**config.mk**
```make
export PLATFORM = sky130hd
export DESIGN_NAME = matmult_seq_engine
export DESIGN_NICKNAME = d
export VERILOG_FILES = /design/src/rtl/matmult_pkg.sv /design/src/rtl/matmult_mac_lane.sv /design/src/rtl/matmult_seq_engine.sv
export SDC_FILE = /design/constraint.sdc
export NUM_CORES = 1
export LEC_CHECK = 0
export ABC_AREA = 1
export BUFFER_PORTS_ARGS = -buffer_cell sky130_fd_sc_hd__buf_2
export CAP_MARGIN = 20
export CORE_UTILIZATION = 40
export DETAILED_ROUTE_END_ITERATION = 6
export GPL_TIMING_DRIVEN = 1
export SETUP_SLACK_MARGIN = 0.1
export SLEW_MARGIN = 20
export SYNTH_ARGS = -nofsm -noshare
export SYNTH_HDL_FRONTEND = slang
export SYNTH_HIERARCHICAL = 1
export SYNTH_SLANG_ARGS = --single-unit
```
**constraint.sdc**
```tcl
create_clock -name clk -period 3.77 [get_ports clk]
set_clock_uncertainty 0.05 [all_clocks]
set_input_delay 0.1885 -clock clk [delete_from_list [all_inputs] [get_ports clk]]
set_output_delay 0.1885 -clock clk [all_outputs]
set_load 0.01 [all_outputs]
```
**src/rtl/matmult_pkg.sv**
```systemverilog
`default_nettype none
// +--------------------------------------------------------------------------+
// | matmult_pkg : shared types and helpers for the sequenced matmult engine   |
// | Rev 1.0                                                                    |
// +--------------------------------------------------------------------------+
package matmult_pkg;

  typedef enum logic [2:0] {
    IDLE     = 3'd0,
    WAIT_GNT = 3'd1,
    RUN      = 3'd2,
    DRAIN    = 3'd3,
    FIN      = 3'd4
  } state_t;

  // Tag address field is sized for the widest supported RAM; engines use the low ADDR_W bits.
  localparam int c_tag_aw = 16;

  typedef struct packed {
    logic                valid;
    logic                first;
    logic                last;
    logic [c_tag_aw-1:0] addr;
  } tag_t;

  function automatic int cnt_width(input int n);
    return (n <= 1) ? 1 : $clog2(n);
  endfunction

  function automatic logic signed [63:0] sat_s(input logic signed [63:0] acc, input int out_w);
    logic signed [63:0] lim_hi;
    logic signed [63:0] lim_lo;
    lim_hi = (64'sd1 <<< (out_w - 1)) - 64'sd1;
    lim_lo = -(64'sd1 <<< (out_w - 1));
    if (acc > lim_hi)      return lim_hi;
    else if (acc < lim_lo) return lim_lo;
    else                   return acc;
  endfunction

endpackage
`default_nettype wire

```
**src/rtl/matmult_mac_lane.sv**
```systemverilog
`default_nettype none
// +--------------------------------------------------------------------------+
// | matmult_mac_lane : valid-tagged MAC, scale/saturate and C write register  |
// | Rev 1.0                                                                    |
// +--------------------------------------------------------------------------+
module matmult_mac_lane
  import matmult_pkg::*;
#(
  parameter int ADDR_W     = 7,
  parameter int DATA_W     = 16,
  parameter int ACC_W      = 40,
  parameter int OUT_W      = 16,
  parameter int FRAC_SHIFT = 0,
  parameter int SAT        = 1
) (
  input  logic                     clk,
  input  logic                     arst_n,
  input  logic                     i_valid,
  input  logic                     i_first,
  input  logic                     i_last,
  input  logic [ADDR_W-1:0]        i_addr,
  input  logic signed [DATA_W-1:0] i_a,
  input  logic signed [DATA_W-1:0] i_b,
  input  logic                     i_clr_sat,
  output logic                     o_we,
  output logic [ADDR_W-1:0]        o_wadr,
  output logic signed [OUT_W-1:0]  o_d,
  output logic                     o_sat_flag
);

  logic signed [2*DATA_W-1:0] w_prod;
  logic signed [ACC_W-1:0]    w_prod_ext;
  logic signed [ACC_W-1:0]    w_acc_next;
  logic signed [ACC_W-1:0]    w_shifted;
  logic signed [63:0]         w_sh64;
  logic signed [63:0]         w_sat64;
  logic                       w_sat_hit;
  logic signed [OUT_W-1:0]    w_out;

  logic signed [ACC_W-1:0]    r_acc;
  logic                       r_we;
  logic [ADDR_W-1:0]          r_wadr;
  logic signed [OUT_W-1:0]    r_d;
  logic                       r_sat_flag;

  assign w_prod     = (2*DATA_W)'(i_a) * (2*DATA_W)'(i_b);
  assign w_prod_ext = ACC_W'(w_prod);
  assign w_acc_next = i_first ? w_prod_ext : r_acc + w_prod_ext;
  assign w_shifted  = w_acc_next >>> FRAC_SHIFT;
  assign w_sh64     = 64'(w_shifted);
  assign w_sat64    = sat_s(w_sh64, OUT_W);
  assign w_sat_hit  = (SAT != 0) && (w_sat64 != w_sh64);
  assign w_out      = (SAT != 0) ? OUT_W'(w_sat64) : OUT_W'(w_shifted);

  // The write register captures the freshly accumulated sum so C lands one cycle after the last MAC.
  always_ff @(posedge clk or negedge arst_n) begin
    if (!arst_n) begin
      r_acc      <= '0;
      r_we       <= 1'b0;
      r_wadr     <= '0;
      r_d        <= '0;
      r_sat_flag <= 1'b0;
    end else begin
      r_we <= 1'b0;
      if (i_valid) r_acc <= w_acc_next;
      if (i_valid && i_last) begin
        r_we   <= 1'b1;
        r_wadr <= i_addr;
        r_d    <= w_out;
      end
      if (i_clr_sat)                           r_sat_flag <= 1'b0;
      else if (i_valid && i_last && w_sat_hit) r_sat_flag <= 1'b1;
    end
  end

  assign o_we       = r_we;
  assign o_wadr     = r_wadr;
  assign o_d        = r_d;
  assign o_sat_flag = r_sat_flag;

endmodule
`default_nettype wire

```
**src/rtl/matmult_seq_engine.sv**
```systemverilog
`default_nettype none
// +--------------------------------------------------------------------------+
// | matmult_seq_engine : sequenced C = A x B controller over 1R1W RAM ports   |
// | Rev 1.0                                                                    |
// +--------------------------------------------------------------------------+
module matmult_seq_engine
  import matmult_pkg::*;
#(
  parameter int N          = 10,
  parameter int ADDR_W     = 7,
  parameter int DATA_W     = 16,
  parameter int ACC_W      = 40,
  parameter int OUT_W      = 16,
  parameter int FRAC_SHIFT = 0,
  parameter int RD_LAT     = 1,
  parameter int SAT        = 1
) (
  input  logic                     clk,
  input  logic                     arst_n,
  input  logic                     i_start,
  output logic                     o_busy,
  output logic                     o_done,
  output logic                     o_sat_flag,
  output logic                     o_a_re,
  output logic [ADDR_W-1:0]        o_a_radr,
  input  logic signed [DATA_W-1:0] i_a_q,
  input  logic                     i_a_req_vz,
  output logic                     o_a_rls_lz,
  output logic                     o_b_re,
  output logic [ADDR_W-1:0]        o_b_radr,
  input  logic signed [DATA_W-1:0] i_b_q,
  input  logic                     i_b_req_vz,
  output logic                     o_b_rls_lz,
  output logic                     o_c_we,
  output logic [ADDR_W-1:0]        o_c_wadr,
  output logic signed [OUT_W-1:0]  o_c_d,
  input  logic                     i_c_req_vz,
  output logic                     o_c_rls_lz
);

  localparam int                c_cnt_w = cnt_width(N);
  localparam logic [c_cnt_w-1:0] c_last = c_cnt_w'(N - 1);

  state_t             r_state;
  logic [c_cnt_w-1:0] r_i, r_j, r_k;
  logic               r_busy, r_done, r_re;
  logic [ADDR_W-1:0]  r_a_radr, r_b_radr;
  tag_t               r_iss;
  tag_t               r_pipe [RD_LAT];

  logic               w_grant, w_i_end, w_j_end, w_k_end, w_inflight, w_accept;
  logic [ADDR_W-1:0]  w_a_adr, w_b_adr, w_c_adr;
  logic               w_unused_tag;

  assign w_grant  = i_a_req_vz & i_b_req_vz & i_c_req_vz;
  assign w_accept = (r_state == IDLE) & i_start;
  assign w_i_end  = (r_i == c_last);
  assign w_j_end  = (r_j == c_last);
  assign w_k_end  = (r_k == c_last);
  assign w_a_adr  = ADDR_W'(r_i) * ADDR_W'(N) + ADDR_W'(r_k);
  assign w_b_adr  = ADDR_W'(r_k) * ADDR_W'(N) + ADDR_W'(r_j);
  assign w_c_adr  = ADDR_W'(r_i) * ADDR_W'(N) + ADDR_W'(r_j);

  always_comb begin
    w_inflight = r_iss.valid;
    for (int d = 0; d < RD_LAT; d++) w_inflight = w_inflight | r_pipe[d].valid;
  end

  always_ff @(posedge clk or negedge arst_n) begin
    if (!arst_n) begin
      r_state  <= IDLE;
      r_i      <= '0;
      r_j      <= '0;
      r_k      <= '0;
      r_busy   <= 1'b0;
      r_done   <= 1'b0;
      r_re     <= 1'b0;
      r_a_radr <= '0;
      r_b_radr <= '0;
      r_iss    <= '0;
    end else begin
      r_re   <= 1'b0;
      r_done <= 1'b0;
      r_iss  <= '0;
      case (r_state)
        IDLE: if (i_start) begin
          r_state <= WAIT_GNT;
          r_busy  <= 1'b1;
          r_i     <= '0;
          r_j     <= '0;
          r_k     <= '0;
        end
        WAIT_GNT: if (w_grant) r_state <= RUN;
        RUN: if (w_grant) begin
          // A stalled cycle leaves counters and the presented addresses untouched.
          r_re     <= 1'b1;
          r_a_radr <= w_a_adr;
          r_b_radr <= w_b_adr;
          r_iss    <= '{valid: 1'b1, first: (r_k == '0), last: w_k_end,
                        addr: c_tag_aw'(w_c_adr)};
          if (w_k_end) begin
            r_k <= '0;
            if (w_j_end) begin
              r_j <= '0;
              if (w_i_end) r_state <= DRAIN;
              else         r_i     <= r_i + 1'b1;
            end else begin
              r_j <= r_j + 1'b1;
            end
          end else begin
            r_k <= r_k + 1'b1;
          end
        end
        DRAIN: if (!w_inflight) begin
          r_state <= FIN;
          r_done  <= 1'b1;
          r_busy  <= 1'b0;
        end
        FIN:     r_state <= IDLE;
        default: r_state <= IDLE;
      endcase
    end
  end

  // Tag travels alongside the read so the MAC only consumes data that was actually requested.
  always_ff @(posedge clk or negedge arst_n) begin
    if (!arst_n) begin
      for (int d = 0; d < RD_LAT; d++) r_pipe[d] <= '0;
    end else begin
      r_pipe[0] <= r_iss;
      for (int d = 1; d < RD_LAT; d++) r_pipe[d] <= r_pipe[d-1];
    end
  end

  assign w_unused_tag = ^r_pipe[RD_LAT-1].addr;

  matmult_mac_lane #(
    .ADDR_W    (ADDR_W),
    .DATA_W    (DATA_W),
    .ACC_W     (ACC_W),
    .OUT_W     (OUT_W),
    .FRAC_SHIFT(FRAC_SHIFT),
    .SAT       (SAT)
  ) u_lane (
    .clk       (clk),
    .arst_n    (arst_n),
    .i_valid   (r_pipe[RD_LAT-1].valid),
    .i_first   (r_pipe[RD_LAT-1].first),
    .i_last    (r_pipe[RD_LAT-1].last),
    .i_addr    (r_pipe[RD_LAT-1].addr[ADDR_W-1:0]),
    .i_a       (i_a_q),
    .i_b       (i_b_q),
    .i_clr_sat (w_accept),
    .o_we      (o_c_we),
    .o_wadr    (o_c_wadr),
    .o_d       (o_c_d),
    .o_sat_flag(o_sat_flag)
  );

  assign o_busy     = r_busy;
  assign o_done     = r_done;
  assign o_a_re     = r_re;
  assign o_b_re     = r_re;
  assign o_a_radr   = r_a_radr;
  assign o_b_radr   = r_b_radr;
  assign o_a_rls_lz = r_done;
  assign o_b_rls_lz = r_done;
  assign o_c_rls_lz = r_done;

endmodule
`default_nettype wire
```
==> reports/results.txt, run 1 <==
Buffers from clock root to sink, at most: 2
Clock edge transition at the registers on the reported setup and hold paths: 0.06 ns
Shortest period the worst path allows: 7.38 ns
Mapped Nets: 3410
Final setup violation count: 53
Synthesis-stage register bit count: 116
Number of buffers created by CTS: 17
Worst reg-to-reg path cell count: 24
Critical path launch point: i_b_q[15]
Count of nets left with antenna violations after detail routing: 0
Relative slew margins: 35.2%
Drt pass-1 iters: 6
Number of design rule violations left after detail routing: 0
NumNets Final: 3933
Global-route wire length before repair: 110000 µm
Post-DR wirelength/cell: 16.4 µm
Violations in the final reports: setup timing
Avg Cell Area, Syn: 6.92 µm²
Total wire length: 68400 µm
Min-Delay Endpoint: r_state[1]
Detailed-route vias per instance: 4.91
Depth of the worst hold-timing path: 5
Post-synth top flop: dfrtp_1
Critical path class: input pin to flop
Root Buffer Master: clkbuf_16
Area enclosed by the die boundary: 0.0521 mm²
Number of top-level pins: 84
Overflow left after global routing: 0
Number of antenna violations at the first check in global routing: 0
CP startpoint kind: input pin
Number of enable-type register cells in the synthesized netlist: 0
Max Transition Viols Final: 0
RSZ-0062 raised after global routing: true
Tot GR Track Use: 26.5%
Clock latency of the later-clocked register in the worst-skew pair: 0.45 ns
Inserted Diodes: 0
Initial core utilization: 40.7%
Via count: 20400
Die width: 228 µm
Die height: 228 µm
Achievable frequency: 135 MHz
Reg-to-reg endpoint: u_lane/o_sat_flag
Initial DRC count: 1215
Endpoint type of the worst setup path: flop
Area grow syn2layout: 46.2%
Site row count: 82
Setup slack of the most critical reg-to-reg path: 0.29 ns
Netlist area before placement: 0.0205 mm²
Worst hold-check path type: input pin to flop
Reg-to-reg startpoint: u_lane/r_acc[0]
Number of port buffers: 83
CTS H-Tree Depth: 4
Worst Min Path Start: i_b_req_vz
Most common library cell in the layout ignoring fill and taps: nand2_1
Hold violation total from the final report: 0
Cell taking the most area after synthesis: fa_1
Share of cells above drive strength 1: 40.0%
TritonCTS clock tree: done
Number of unique standard cell types used by synthesis: 40
Maximum fanout along the worst path: 5
Place WS: -4.73 ns
Post-route fraction of the period consumed by the critical path: 196%
Critical Path RT: 4.06 ns
Core occupancy in the finished layout: 59.5%
Critical Path Max Stage Delay: 0.58 ns
Number of sinks handled by clock tree synthesis: 116
Estimated wirelength of the detail-placed design: 55200 µm
Pin count of the biggest net entering global routing: 70
Synth warn: 6
Final weighted congestion of routability-driven global placement: 0.953
Arrival @ worst endpoint: 7.67 ns
Fraction of the yosys area taken by sequential cells: 14.2%
Most frequent cells in the layout: 663 x nand2_1, 623 x inv_1, 429 x buf_4
Max stage delay cell, worst path: fa_1
Sum of negative setup slack: -140.14 ns
Vias in the first global route: 21500
Number of maximum-capacitance constraint violations: 0
Share of synthesized registers carrying an async set or reset: 100%
Dominant cells by area after synthesis: fa_1 26%, nand2_1 16%, dfrtp_1 14%
Status: finished with violations
Total core area: 0.0504 mm²
Post-synthesis cell count: 2960
Post-route setup slack: -3.61 ns
Share of Yosys cell area claimed by the top area cell type: 26.2%
Slew at the pin closest to its max-slew limit: 0.970 ns
Most prevalent standard cell on the critical path: buf_4
Worst hold-check slack: 0.196 ns
-- what timing repair did --
item / in CTS / in global routing
endpoints found under the hold margin: 47 / 0
gates resized for setup: 339 / 381
hold buffers: 1 / 0
setup endpoints to repair: 53 / 53
setup buffers: 63 / 49
gates cloned: 1 / 4
pin swaps: 257 / 258
-- critical path: cells and delay by family --
family	cells	cell delay [ns]
fa+ha+maj	7	3.31
compound gates	1	0.05
simple gates	17	1.60
buf+inv	23	2.51
-- layout make-up --
| cell class | instances | area, µm² |
|---|---|---|
| Inverter | 750 | 2860 |
| Clock buffer | 19 | 433 |
| Multi-Input combinational cell | 2008 | 17800 |
| Timing Repair Buffer | 590 | 4900 |
| Tap cell | 672 | 841 |
| Clock inverter | 13 | 171 |
| Sequential cell | 116 | 2900 |
| Fill cell | 4535 | 20400 |
-- cell usage after synthesis (2+ instances only) --
cell,count
o21ai_1,12
a21oi_1,62
nand2_2,35
nor2_1,146
nand2_4,6
dfrtp_1,116
xor2_1,10
nor2_2,25
ha_1,144
buf_2,7
a21oi_2,10
nand4_1,37
nor3_1,12
or2_2,8
a21o_1,4
buf_6,2
o21bai_1,5
nor2_4,10
a31oi_1,18
and2_1,5
inv_2,16
xnor2_1,13
buf_4,6
nand3_1,179
inv_1,733
buf_1,3
nand3_2,16
o22a_1,4
fa_1,268
nand3b_1,7
nand2_1,895
o21ai_0,71
clkbuf_1,68
-- metal layers --
metal  share of wire (%)  up-vias  global-route usage, %
li1                    -     9845                      -
met1                  42     9976                   33.7
met2                  51      524                   47.6
met3                 3.8      101                   1.98
met4                 2.6        0                   8.33
met5                   0        -                      0
-- kinds of logic (layout without fill, tap and decap cells) --
family,after synthesis,after routing,synth area share [%]
xor gates and xnor gates,23,23,0.983
DFF,116,116,14.2
AOI/OAI and AO/OA,188,188,5.10
adders and majority gates,412,412,35.0
and+or+nand+nor,1385,1385,29.2
buffers and inverters,836,1372,15.5
-- through the flow --
stage / cell area, µm² / cells
detailed placement: 25900 / 4022
global placement: 25900 / 4022
finish: 30000 / 4168
global route: 30000 / 4168
floorplan: 22300 / 2960
CTS: 28100 / 4119
-- worst max path at each step --
| stage | endpoint | slack [ns] | cells past startpoint |
|---|---|---|---|
| global route | u_lane/o_sat_flag | -3.90 | 47 |
| global placement | u_lane/o_d[15] | -4.71 | 40 |
| CTS | u_lane/o_d[5] | -3.53 | 45 |
| detailed placement | u_lane/o_d[15] | -4.73 | 40 |
| finish | u_lane/o_sat_flag | -3.61 | 48 |
| floorplan | u_lane/o_d[10] | -3.69 | 45 |
-- flip-flops by register name, indices dropped and copies added (netlist names) --
register,count
r_iss,10
r_pipe,10
r_state,3
u_lane/o_d,16
r_j,4
u_lane/o_sat_flag,1
r_k,4
o_a_rls_lz,1
o_a_radr,7
r_i,4
u_lane/o_wadr,7
o_b_radr,7
u_lane/o_we,1
o_busy,1
u_lane/r_acc,40
Power of run 1 is left out: the tool's default activity adds up to more than one toggle a clock period on the data nets, which glitch-free logic cannot reach.
==> inputs of run 2 (changes only) <==
Settings changed: ABC_AREA 1 to not set.
==> run 2 against run 1 <==
Effect of this change: the flow still finishes with violations (setup timing); critical path depth fell by 11; synthesized cell count fell by 28%; global-route usage fell by 2.3 points; worst setup slack got worse by 1.3 ns; clock-buffer cell count rose by 1; critical path type unchanged; largest cell class unchanged; highest routed layer unchanged.
==> reports/results.txt, run 2 <==
Status: finished with violations
Violations in the final reports: setup timing
Hold violation total from the final report: 0 (unchanged)
Endpoint type of the worst setup path: flop
Worst reg-to-reg path cell count: 18 (-25%)
Critical path class: input pin to flop
Most common library cell in the layout ignoring fill and taps: buf_4
Mapped Nets: 2574 (-25%)
Area enclosed by the die boundary: 0.0476 mm² (-8.7%)
Shortest period the worst path allows: 8.69 ns (+1.31 ns)
Critical Path Max Stage Delay: 0.58 ns (about the same)
Commonest cells in the synthesized netlist: 364 x inv_1, 268 x fa_1, 224 x nand2_1
Buffers from clock root to sink, at most: 2 (unchanged)
Most prevalent standard cell on the critical path: fa_1
Clock edge transition at the registers on the reported setup and hold paths: 0.06 ns (about the same)
Site row count: 78 (-4.9%)
Setup slack of the most critical reg-to-reg path: -1.06 ns (-1.35 ns)
CP startpoint kind: input pin
Min-Delay Endpoint: r_i[2]
Achievable frequency: 115 MHz (-15%)
Number of port buffers: 83 (unchanged)
Via count: 17200 (-16%)
Synthesis-stage register bit count: 116 (unchanged)
Clock latency of the later-clocked register in the worst-skew pair: 0.42 ns (-0.03 ns)
Post-route setup slack: -4.92 ns (-1.31 ns)
TritonCTS clock tree: done
Most repeated cell in the gate-level netlist after synthesis: inv_1
Flip-flop count of the largest register after layout: 40 (unchanged)
Share of cells above drive strength 1: 42.8% (+2.8 points)
CTS H-Tree Depth: 4 (unchanged)
Post-synth top flop: dfrtp_1
Number of enable-type register cells in the synthesized netlist: 0 (unchanged)
Inserted Diodes: 0 (unchanged)
Root Buffer Master: clkbuf_16
Most flops, register: u_lane/r_acc
Number of antenna violations at the first check in global routing: 0 (unchanged)
Number of maximum-capacitance constraint violations: 0 (unchanged)
Final weighted congestion of routability-driven global placement: 0.942 (-1.2%)
Number of design rule violations left after detail routing: 0 (unchanged)
Share of synthesized registers carrying an async set or reset: 100% (unchanged)
Cell taking the most area after synthesis: fa_1
Avg Cell Area, Syn: 8.81 µm² (+27%)
Dominant cells by area after synthesis: fa_1 29%, dfrtp_1 16%, ha_1 9.6%
Count of nets left with antenna violations after detail routing: 0 (unchanged)
Die height: 218 µm (-4.4%)
Estimated wirelength of the detail-placed design: 43600 µm (-21%)
Number of buffers created by CTS: 17 (unchanged)
Netlist area before placement: 0.0187 mm² (-8.7%)
Buffers plus inverters on the worst setup path: 10 (-57%)
Fraction of the yosys area taken by sequential cells: 15.5% (+1.4 points)
Slew at the pin closest to its max-slew limit: 0.950 ns (-0.0204 ns)
Synth warn: 6 (unchanged)
NumNets Final: 3160 (-20%)
Place WS: -5.81 ns (-1.08 ns)
Worst Min Path Start: i_start
Drt pass-1 iters: 5 (-1)
Tot GR Track Use: 24.2% (-2.3 points)
RSZ-0062 raised after global routing: true
Reg-to-reg endpoint: u_lane/o_d[0]
Post-DR wirelength/cell: 17.2 µm (+4.8%)
Number of unique standard cell types used by synthesis: 86 (+110%)
Share of Yosys cell area claimed by the top area cell type: 28.7% (+2.5 points)
Overflow left after global routing: 0 (unchanged)
Critical Path RT: 4.01 ns (-0.05 ns)
Post-synthesis cell count: 2124 (-28%)
Detailed-route vias per instance: 5.18 (+5.6%)
Global-route wire length before repair: 92900 µm (-16%)
Total wire length: 57200 µm (-16%)
Arrival @ worst endpoint: 8.94 ns (+1.27 ns)
Max Transition Viols Final: 0 (unchanged)
Final setup violation count: 52 (-1.9%)
Die width: 218 µm (-4.4%)
Reg-to-reg startpoint: u_lane/r_acc[0]
Vias in the first global route: 18400 (-14%)
Initial core utilization: 40.9% (+0.19 points)
Relative slew margins: 36.7% (+1.4 points)
Most frequent cells in the layout: 476 x buf_4, 328 x inv_1, 242 x fa_1
Depth of the worst hold-timing path: 4 (-1)
Total core area: 0.0458 mm² (-9.1%)
Maximum fanout along the worst path: 6 (+1)
Worst hold-check path type: input pin to flop
Area grow syn2layout: 49.0%
Max stage delay cell, worst path: fa_1
Pin count of the biggest net entering global routing: 74 (+5.7%)
Number of sinks handled by clock tree synthesis: 116 (unchanged)
Number of top-level pins: 84 (unchanged)
Post-route fraction of the period consumed by the critical path: 231% (+35 points)
Top cell family by delay on the critical path: adder cells
Initial DRC count: 905 (-26%)
-- run 2: changes by cell type in the layout (fill, tap and decap cells not counted), moves of 60 or more --
cell,previous run,this run
nand2_1,663,198
inv_1,623,328
nand2_2,176,21
nand3_1,120,23
and2_1,0,95
nand2_4,88,5
inv_2,113,34
nand3_2,64,3
nor2_4,71,11
-- run 2: worst min-delay path, cell delays in order --
cell and delay (ns):
buf_2 0.10, o211ai_1 0.15, nand2_1 0.11, o211ai_1 0.07
-- run 2: metal layers --
layer / vias up / GRT usage (%) / routed length [µm]
met5: - / 0 / 0
met4: 0 / 6.62 / 1460
met3: 113 / 2.52 / 1870
met2: 396 / 42.5 / 29100
met1: 8616 / 31.5 / 24700
li1: 8081 / - / -
-- run 2: cells by family (layout without fill, tap and decap cells) --
kind of cell	count (synthesis)	count (layout)	synth area share (%)
AOI/OAI and AO/OA	382	383	13.8
xor gates and xnor gates	69	69	3.30
adders and majority gates	412	412	38.3
buffers and inverters	461	1058	9.43
DFF	116	116	15.5
muxes	43	43	2.50
and+or+nand+nor	641	642	17.1
-- run 2: area by class of cell --
| type | instances | area (µm²) |
|---|---|---|
| Clock inverter | 12 | 141 |
| Inverter | 364 | 1370 |
| Fill cell | 3699 | 17900 |
| Multi-Input combinational cell | 1549 | 16700 |
| Sequential cell | 116 | 2910 |
| Clock buffer | 20 | 467 |
| Tap cell | 600 | 751 |
| Timing Repair Buffer | 662 | 5530 |
-- run 2: what timing repair did --
item / CTS / global route
resized for setup: 318 / 228
endpoints found under the hold margin: 72 / 0
hold buffers: 1 / 0
setup buffers: 92 / 66
gates cloned: 2 / 0
setup endpoints to repair: 53 / 53
pin swaps: 172 / 172
-- run 2: worst max-delay path by stage --
stage,startpoint,endpoint,slack (ns),cells after the start
floorplan,i_a_q[15],u_lane/o_d[0],-4.99,35
global placement,i_a_q[8],u_lane/o_d[0],-5.74,35
detailed placement,i_a_q[8],u_lane/o_d[13],-5.81,33
CTS,i_a_q[5],u_lane/o_d[3],-4.79,37
global route,i_a_q[5],u_lane/o_d[8],-5.14,40
finish,i_a_q[9],u_lane/o_d[0],-4.92,37
-- run 2: through the flow --
step           util [%]  std cells  hold slack (ns)  TNS [ns]  instance area, µm²
6_report           60.9       3323            0.209   -182.78               27900
5_1_grt            60.9       3323            0.276   -193.18               27900
4_1_cts            57.6       3266            0.195   -177.44               26400
3_5_place_dp       51.6       3141            0.285   -220.64               23600
3_3_place_gp       51.6       3141            0.283   -218.21               23600
2_1_floorplan         -       2124           -0.157   -173.29               19900
Power of run 2 is left out for the same reason.
